`src/rtl/twpm_wb_if.sv`:
```
// Wishbone bundle between the NEORV32 master port, the TwPM address decoder
// and the four TwPM slaves.
interface twpm_wb_if;
  logic [31:0]  m_wb_adr_i;
  logic [31:0]  m_wb_dat_i;
  logic         m_wb_we_i;
  logic [3:0]   m_wb_sel_i;
  logic         m_wb_stb_i;
  logic         m_wb_cyc_i;
  logic [31:0]  m_wb_dat_o;
  logic         m_wb_ack_o;
  logic         m_wb_err_o;
  logic [31:0]  s_wb_adr_o;
  logic [31:0]  s_wb_dat_o;
  logic [3:0]   s_wb_sel_o;
  logic         s_wb_we_o;
  logic         s_wb_cyc_o;
  logic [3:0]   s_wb_stb_o;
  logic [3:0]   s_wb_ack_i;
  logic [3:0]   s_wb_err_i;
  logic [127:0] s_wb_dat_i;

  modport slave (
    input  m_wb_adr_i,
    input  m_wb_dat_i,
    input  m_wb_we_i,
    input  m_wb_sel_i,
    input  m_wb_stb_i,
    input  m_wb_cyc_i,
    output m_wb_dat_o,
    output m_wb_ack_o,
    output m_wb_err_o,
    output s_wb_adr_o,
    output s_wb_dat_o,
    output s_wb_sel_o,
    output s_wb_we_o,
    output s_wb_cyc_o,
    output s_wb_stb_o,
    input  s_wb_ack_i,
    input  s_wb_err_i,
    input  s_wb_dat_i
  );

  modport master (
    output m_wb_adr_i,
    output m_wb_dat_i,
    output m_wb_we_i,
    output m_wb_sel_i,
    output m_wb_stb_i,
    output m_wb_cyc_i,
    input  m_wb_dat_o,
    input  m_wb_ack_o,
    input  m_wb_err_o,
    input  s_wb_adr_o,
    input  s_wb_dat_o,
    input  s_wb_sel_o,
    input  s_wb_we_o,
    input  s_wb_cyc_o,
    input  s_wb_stb_o,
    output s_wb_ack_i,
    output s_wb_err_i,
    output s_wb_dat_i
  );
endinterface

```
`src/rtl/twpm_wb_decoder.sv`:
```
// Wishbone decoder: NEORV32 master to TPM regs, TPM RAM, LiteDRAM ctrl, DDR3.
// Registered select/response path with unmapped and timeout error answers.
module twpm_wb_decoder #(
  parameter logic [31:0] S0_BASE    = 32'hF000_0000,
  parameter int          S0_AW      = 11,
  parameter logic [31:0] S1_BASE    = 32'hF000_0800,
  parameter int          S1_AW      = 11,
  parameter logic [31:0] S2_BASE    = 32'hF800_0000,
  parameter int          S2_AW      = 14,
  parameter logic [31:0] S3_BASE    = 32'h8000_0000,
  parameter int          S3_AW      = 27,
  parameter int          TIMEOUT    = 256,
  parameter logic [31:0] DEFAULT_RD = 32'hBADF_ABAC
) (
  input  logic        clk_i,
  input  logic        rst_i,
  twpm_wb_if.slave    bus,
  output logic [15:0] err_cnt_o,
  output logic [31:0] err_addr_o
);

  typedef enum logic [1:0] {
    IDLE,
    BUSY,
    RESP
  } state_t;

  localparam logic [15:0] TO_LAST = 16'(TIMEOUT - 1);

  function automatic logic hit_f(
    input logic [31:0] a,
    input logic [31:0] b,
    input int          aw
  );
    return (a >> aw) == (b >> aw);
  endfunction

  state_t      state_q, state_d;
  logic [1:0]  idx_q, idx_d;
  logic [15:0] cnt_q, cnt_d;
  logic        was_q, was_d;
  logic [31:0] adr_q, adr_d;
  logic [31:0] dat_q, dat_d;
  logic [3:0]  sel_q, sel_d;
  logic        we_q, we_d;
  logic        cyc_q, cyc_d;
  logic [3:0]  stb_q, stb_d;
  logic [31:0] mdat_q, mdat_d;
  logic        ack_q, ack_d;
  logic        err_q, err_d;
  logic [15:0] ecnt_q, ecnt_d;
  logic [31:0] eadr_q, eadr_d;

  logic [3:0]  hit;
  logic [1:0]  hit_idx;
  logic        s_ack;
  logic        s_err;
  logic [31:0] s_dat;
  logic        do_err;
  logic [31:0] err_adr;

  assign hit[0] = hit_f(bus.m_wb_adr_i, S0_BASE, S0_AW);
  assign hit[1] = hit_f(bus.m_wb_adr_i, S1_BASE, S1_AW);
  assign hit[2] = hit_f(bus.m_wb_adr_i, S2_BASE, S2_AW);
  assign hit[3] = hit_f(bus.m_wb_adr_i, S3_BASE, S3_AW);

  // overlapping windows resolve to the lowest slave index
  always_comb begin
    hit_idx = 2'd0;
    priority case (1'b1)
      hit[0]:  hit_idx = 2'd0;
      hit[1]:  hit_idx = 2'd1;
      hit[2]:  hit_idx = 2'd2;
      hit[3]:  hit_idx = 2'd3;
      default: hit_idx = 2'd0;
    endcase
  end

  assign s_ack = bus.s_wb_ack_i[idx_q];
  assign s_err = bus.s_wb_err_i[idx_q];
  assign s_dat = bus.s_wb_dat_i[{idx_q, 5'd0} +: 32];

  always_comb begin
    state_d = state_q;
    idx_d   = idx_q;
    cnt_d   = cnt_q;
    was_d   = (state_q == RESP);
    adr_d   = adr_q;
    dat_d   = dat_q;
    sel_d   = sel_q;
    we_d    = we_q;
    cyc_d   = cyc_q;
    stb_d   = stb_q;
    mdat_d  = mdat_q;
    ack_d   = 1'b0;
    err_d   = 1'b0;
    ecnt_d  = ecnt_q;
    eadr_d  = eadr_q;
    do_err  = 1'b0;
    err_adr = adr_q;

    unique case (state_q)
      IDLE: begin
        if (bus.m_wb_cyc_i && bus.m_wb_stb_i && !was_q) begin
          adr_d = bus.m_wb_adr_i;
          dat_d = bus.m_wb_dat_i;
          sel_d = bus.m_wb_sel_i;
          we_d  = bus.m_wb_we_i;
          if (|hit) begin
            state_d = BUSY;
            idx_d   = hit_idx;
            stb_d   = 4'(1) << hit_idx;
            cyc_d   = 1'b1;
            cnt_d   = 16'd0;
          end else begin
            state_d = RESP;
            do_err  = 1'b1;
            err_adr = bus.m_wb_adr_i;
          end
        end
      end
      BUSY: begin
        cnt_d = cnt_q + 16'd1;
        if (s_err || s_ack || cnt_q == TO_LAST) begin
          state_d = RESP;
          stb_d   = 4'd0;
          cyc_d   = 1'b0;
          if (!s_err && s_ack) begin
            ack_d  = 1'b1;
            mdat_d = s_dat;
          end else begin
            do_err = 1'b1;
          end
        end else if (!bus.m_wb_cyc_i) begin
          state_d = IDLE;
          stb_d   = 4'd0;
          cyc_d   = 1'b0;
        end
      end
      RESP: begin
        state_d = IDLE;
      end
      default: begin
        state_d = IDLE;
      end
    endcase

    if (do_err) begin
      err_d  = 1'b1;
      mdat_d = DEFAULT_RD;
      eadr_d = err_adr;
      if (ecnt_q != 16'hFFFF) begin
        ecnt_d = ecnt_q + 16'd1;
      end
    end
  end

  always_ff @(posedge clk_i) begin
    if (rst_i) begin
      state_q <= IDLE;
      idx_q   <= 2'd0;
      cnt_q   <= 16'd0;
      was_q   <= 1'b0;
      adr_q   <= 32'd0;
      dat_q   <= 32'd0;
      sel_q   <= 4'd0;
      we_q    <= 1'b0;
      cyc_q   <= 1'b0;
      stb_q   <= 4'd0;
      mdat_q  <= 32'd0;
      ack_q   <= 1'b0;
      err_q   <= 1'b0;
      ecnt_q  <= 16'd0;
      eadr_q  <= 32'd0;
    end else begin
      state_q <= state_d;
      idx_q   <= idx_d;
      cnt_q   <= cnt_d;
      was_q   <= was_d;
      adr_q   <= adr_d;
      dat_q   <= dat_d;
      sel_q   <= sel_d;
      we_q    <= we_d;
      cyc_q   <= cyc_d;
      stb_q   <= stb_d;
      mdat_q  <= mdat_d;
      ack_q   <= ack_d;
      err_q   <= err_d;
      ecnt_q  <= ecnt_d;
      eadr_q  <= eadr_d;
    end
  end

  assign bus.m_wb_dat_o = mdat_q;
  assign bus.m_wb_ack_o = ack_q;
  assign bus.m_wb_err_o = err_q;
  assign bus.s_wb_adr_o = adr_q;
  assign bus.s_wb_dat_o = dat_q;
  assign bus.s_wb_sel_o = sel_q;
  assign bus.s_wb_we_o  = we_q;
  assign bus.s_wb_cyc_o = cyc_q;
  assign bus.s_wb_stb_o = stb_q;
  assign err_cnt_o      = ecnt_q;
  assign err_addr_o     = eadr_q;

endmodule

```
`src/flat_wrapper.sv`:
```
// flat-port wrapper written by rule: the top's interface ports become plain ports
module twpm_wb_decoder_flat 
#(
  parameter logic [31:0] S0_BASE    = 32'hF000_0000,
  parameter int          S0_AW      = 11,
  parameter logic [31:0] S1_BASE    = 32'hF000_0800,
  parameter int          S1_AW      = 11,
  parameter logic [31:0] S2_BASE    = 32'hF800_0000,
  parameter int          S2_AW      = 14,
  parameter logic [31:0] S3_BASE    = 32'h8000_0000,
  parameter int          S3_AW      = 27,
  parameter int          TIMEOUT    = 256,
  parameter logic [31:0] DEFAULT_RD = 32'hBADF_ABAC
)
  (clk_i, rst_i, err_cnt_o, err_addr_o, bus_m_wb_adr_i, bus_m_wb_dat_i, bus_m_wb_we_i, bus_m_wb_sel_i, bus_m_wb_stb_i, bus_m_wb_cyc_i, bus_m_wb_dat_o, bus_m_wb_ack_o, bus_m_wb_err_o, bus_s_wb_adr_o, bus_s_wb_dat_o, bus_s_wb_sel_o, bus_s_wb_we_o, bus_s_wb_cyc_o, bus_s_wb_stb_o, bus_s_wb_ack_i, bus_s_wb_err_i, bus_s_wb_dat_i);
  twpm_wb_if bus_i ();
  input  logic clk_i;
  input  logic rst_i;
  output logic [15:0] err_cnt_o;
  output logic [31:0] err_addr_o;
  input wire logic [$bits(bus_i.m_wb_adr_i)-1:0] bus_m_wb_adr_i;
  input wire logic [$bits(bus_i.m_wb_dat_i)-1:0] bus_m_wb_dat_i;
  input wire logic [$bits(bus_i.m_wb_we_i)-1:0] bus_m_wb_we_i;
  input wire logic [$bits(bus_i.m_wb_sel_i)-1:0] bus_m_wb_sel_i;
  input wire logic [$bits(bus_i.m_wb_stb_i)-1:0] bus_m_wb_stb_i;
  input wire logic [$bits(bus_i.m_wb_cyc_i)-1:0] bus_m_wb_cyc_i;
  output wire logic [$bits(bus_i.m_wb_dat_o)-1:0] bus_m_wb_dat_o;
  output wire logic [$bits(bus_i.m_wb_ack_o)-1:0] bus_m_wb_ack_o;
  output wire logic [$bits(bus_i.m_wb_err_o)-1:0] bus_m_wb_err_o;
  output wire logic [$bits(bus_i.s_wb_adr_o)-1:0] bus_s_wb_adr_o;
  output wire logic [$bits(bus_i.s_wb_dat_o)-1:0] bus_s_wb_dat_o;
  output wire logic [$bits(bus_i.s_wb_sel_o)-1:0] bus_s_wb_sel_o;
  output wire logic [$bits(bus_i.s_wb_we_o)-1:0] bus_s_wb_we_o;
  output wire logic [$bits(bus_i.s_wb_cyc_o)-1:0] bus_s_wb_cyc_o;
  output wire logic [$bits(bus_i.s_wb_stb_o)-1:0] bus_s_wb_stb_o;
  input wire logic [$bits(bus_i.s_wb_ack_i)-1:0] bus_s_wb_ack_i;
  input wire logic [$bits(bus_i.s_wb_err_i)-1:0] bus_s_wb_err_i;
  input wire logic [$bits(bus_i.s_wb_dat_i)-1:0] bus_s_wb_dat_i;
  assign bus_i.m_wb_adr_i = bus_m_wb_adr_i;
  assign bus_i.m_wb_dat_i = bus_m_wb_dat_i;
  assign bus_i.m_wb_we_i = bus_m_wb_we_i;
  assign bus_i.m_wb_sel_i = bus_m_wb_sel_i;
  assign bus_i.m_wb_stb_i = bus_m_wb_stb_i;
  assign bus_i.m_wb_cyc_i = bus_m_wb_cyc_i;
  assign bus_m_wb_dat_o = bus_i.m_wb_dat_o;
  assign bus_m_wb_ack_o = bus_i.m_wb_ack_o;
  assign bus_m_wb_err_o = bus_i.m_wb_err_o;
  assign bus_s_wb_adr_o = bus_i.s_wb_adr_o;
  assign bus_s_wb_dat_o = bus_i.s_wb_dat_o;
  assign bus_s_wb_sel_o = bus_i.s_wb_sel_o;
  assign bus_s_wb_we_o = bus_i.s_wb_we_o;
  assign bus_s_wb_cyc_o = bus_i.s_wb_cyc_o;
  assign bus_s_wb_stb_o = bus_i.s_wb_stb_o;
  assign bus_i.s_wb_ack_i = bus_s_wb_ack_i;
  assign bus_i.s_wb_err_i = bus_s_wb_err_i;
  assign bus_i.s_wb_dat_i = bus_s_wb_dat_i;
  twpm_wb_decoder #(.S0_BASE(S0_BASE), .S0_AW(S0_AW), .S1_BASE(S1_BASE), .S1_AW(S1_AW), .S2_BASE(S2_BASE), .S2_AW(S2_AW), .S3_BASE(S3_BASE), .S3_AW(S3_AW), .TIMEOUT(TIMEOUT), .DEFAULT_RD(DEFAULT_RD)) u_core (.clk_i(clk_i), .rst_i(rst_i), .bus(bus_i), .err_cnt_o(err_cnt_o), .err_addr_o(err_addr_o));
endmodule
```
`config.mk`:
```
export PLATFORM = sky130hd
export DESIGN_NAME = twpm_wb_decoder_flat
export DESIGN_NICKNAME = d
export VERILOG_FILES = /design/src/rtl/twpm_wb_if.sv /design/src/rtl/twpm_wb_decoder.sv /design/src/flat_wrapper.sv
export SDC_FILE = /design/constraint.sdc
export NUM_CORES = 1
export LEC_CHECK = 0
export BUFFER_PORTS_ARGS = -buffer_cell sky130_fd_sc_hd__buf_2
export CORE_AREA = 2 2 143 145
export CTS_CLUSTER_SIZE = 20
export DETAILED_ROUTE_END_ITERATION = 8
export DIE_AREA = 0 0 145 147
export GPL_TIMING_DRIVEN = 0
export PLACE_DENSITY = 0.77
export SLEW_MARGIN = 0
export SYNTH_ARGS = -nofsm -noshare
export SYNTH_HDL_FRONTEND = slang
export SYNTH_SLANG_ARGS = --single-unit
```
`constraint.sdc`:
```
create_clock -name clk_i -period 6.77 [get_ports clk_i]
set_input_delay 1.6925 -clock clk_i [delete_from_list [all_inputs] [get_ports clk_i]]
set_output_delay 1.6925 -clock clk_i [all_outputs]
set_load 0.02 [all_outputs]
```
==> impl_metrics.tcl <==
set metrics [dict create \
    status "completed" \
    most-common-layout-cells "buf_2 (369), nand2_1 (221), dfxtp_1 (177)" \
    n_fill_cell 1886 \
    period_needed_ns 3.76 \
    firstDrtPassIters 5 \
    syn-instance-count 894 \
    clkTransAtPathRegs_ns 0.08 \
    skew_ns 0.0136 \
    stdcell_count 1559 \
    synth_nets 1105 \
    dp_slack_ns 2.66 \
    io_buffers 363 \
    p_int_mw 1.75 \
    grt_max_degree 19 \
    hp-class "register to register" \
    cts_tree "done" \
    ant_nets 0 \
    holdBufCountCts 0 \
    arrival_ns 4.05 \
    syn_area_um2 7790 \
    cts_setup_buffers 0 \
    coreArea_um2 19800 \
    max_slew.worst_pin.slew_ns 0.920 \
    clockBufferDepth 2 \
    synth_warnings 0 \
    power.share.sequential_pct 45.5 \
    postCtsResizedCells 0 \
    worstSetupPathType "primary input to register" \
    p_clk_share_pct 42.0 \
    cts_max_level 4 \
    placed_cell_area_um2 9950 \
    setup_violations 0 \
    fin_ws_ns 3.01 \
    grtUsageTotal_pct 24.5 \
    overflow 0 \
    vias 8037 \
    syn_avg_cell_area_um2 8.72 \
    grt_pass1_vias 7542 \
    slew_headroom_pct 38.6 \
    fmax_mhz 266 \
    drt-initial-drc-count 436 \
    power_switching_mw 0.680 \
    drc 0 \
    grt_first_pass_wirelength_um 40900 \
    drt-wirelength-per-cell_um 17.4 \
    dp_cells 1527 \
    power.density_nw_per_um2 230 \
    drt_wl_total_um 27100 \
    drive_gt1_share_pct 35.5 \
    setup_tns_ns 0 \
    period_share_pct 55.5 \
    worstSkewPairLatency_ns 0.43 \
    synth_edf_count 0 \
    ir_worst_vdd_mv 0.178 \
    p_sw_share_pct 28.0 \
    cp_max_fo 10 \
    p_leak_nw 4.45 \
    pwr-share-comb_pct 12.5 \
    initial_core_util_pct 39.3 \
    diodes 0 \
    finalInstanceArea_um2 10600 \
    start_kind "primary input" \
    die_x_um 145 \
    rsz0062_at_grt "no" \
    synth_ff_type "dfxtp_1" \
    worstPathRequired_ns 7.06 \
    gp_congestion 0.870 \
    io_pins 365 \
    synth_seq_area_share_pct 45.5 \
    dieArea_um2 21300 \
    hpwl_um 21200 \
    max-cap-violations 0 \
    yosys.cell_types.count 53 \
    synthArstFlopShare_pct 0 \
    cts_root_buf "clkbuf_16" \
    nNetsFinal 1487 \
    final_common_cell "buf_2" \
    rows 52 \
    die_h_um 147 \
    cts_buffers 17 \
    syn_to_final_growth_pct 35.6 \
    min_path_cells 2 \
    critPathCaptureType "register" \
    grt_antenna_before_repair 0 \
    cts_sinks 177 \
    slew_viol_final 0 \
    hold_viol_final 0 \
    ys_ff_latch 177 \
    r2r_cells 7 \
    vias_per_cell 5.16 \
]
## layout make-up
| class | instances | area, µm² | area share, % |
|---|---|---|---|
| Multi-Input combinational cell | 618 | 3860 | 36.5 |
| Inverter | 34 | 128 | 1.21 |
| Clock inverter | 13 | 170 | 1.61 |
| Clock buffer | 19 | 453 | 4.29 |
| Sequential cell | 177 | 3540 | 33.5 |
| Buffer | 65 | 259 | 2.45 |
| Timing Repair Buffer | 363 | 1820 | 17.2 |
| Tap cell | 270 | 338 | 3.20 |
## logic make-up after synthesis
| kind of cell | count (synthesis) | synth area share, % |
|---|---|---|
| AND/OR/NAND/NOR | 348 | 19.7 |
| AO/OA/AOI/OAI | 207 | 16.3 |
| flip-flops | 177 | 45.5 |
| buffers and inverters | 99 | 4.96 |
| multiplexers | 47 | 11.7 |
| XOR/XNOR | 14 | 1.57 |
| adder cells (fa/ha/maj) | 2 | 0.321 |
## critical path, stage by stage
cell and delay, ns:
buf_2 0.10, nand3b_1 0.15, nor3_1 0.51, clkbuf_1 0.58, nand2_1 0.26, nand2b_1 0.26, clkbuf_1 0.40, nor2_1 0.10
## state kept, by name, indices dropped and copies added (netlist names), 4 cells and up
name	flops
u_core.bus.m_wb_dat_o	32
u_core.bus.s_wb_adr_o	32
u_core.bus.s_wb_dat_o	32
u_core.bus.s_wb_sel_o	4
u_core.bus.s_wb_stb_o	4
u_core.cnt_q	16
u_core.err_addr_o	32
u_core.err_cnt_o	16
## through the flow
step	power (mW)	hold WS, ns	utilization, %
finish	2.43	0.454	53.3
global route	2.52	0.473	53.3
CTS	2.45	0.454	53.3
detailed placement	1.43	0.444	50.1
global placement	1.42	0.439	50.1
floorplan	1.28	0.460	-
## path summary, 6_finish.rpt
| path | startpoint | to | slack [ns] |
|---|---|---|---|
| worst max register to register | u_core.idx_q[1] | u_core.err_addr_o[0] | 3.85 |
| worst min register to register | u_core.bus.s_wb_dat_o[6] | u_core.bus.s_wb_dat_o[6] | 0.45 |
| worst min-delay path | u_core.bus.s_wb_dat_o[6] | u_core.bus.s_wb_dat_o[6] | 0.45 |
| worst max-delay path | bus_m_wb_cyc_i | u_core.cnt_q[7] | 3.01 |
## synth_stat cells (9+ instances only)
cell        n  area, µm²
a31oi_1    21        131
mux2_2     12        135
xnor2_1    11       96.3
nor2_1     43        161
nand3_1    14       70.1
clkbuf_1   55        206
nor3_1     13       65.1
nand4_1     9       56.3
nand2_1   221        830
a21oi_1    91        455
o21ai_0    32        160
nor2b_1    13       81.3
a22oi_1    31        233
inv_1      34        128
mux4_2     34        766
dfxtp_1   177       3540
## power by group through the flow
| stage | registers, mW | logic, mW | clock network (mW) |
|---|---|---|---|
| floorplan | 1.18 | 0.103 | 0 |
| global placement | 1.13 | 0.298 | 0 |
| detailed placement | 1.13 | 0.302 | 0 |
| CTS | 1.10 | 0.303 | 1.04 |
| global route | 1.11 | 0.328 | 1.09 |
| finish | 1.11 | 0.303 | 1.02 |
## routing by layer
| metal | up-vias | GRT usage, % | routed length (µm) |
|---|---|---|---|
| met3 | 30 | 7.08 | 2080 |
| li1 | 3872 | - | - |
| met1 | 3821 | 32.1 | 11600 |
| met2 | 314 | 39.5 | 13000 |
| met4 | 0 | 6.98 | 493 |
| met5 | - | 0 | 0 |
No activity file was read; power rests on OpenSTA's default activity.
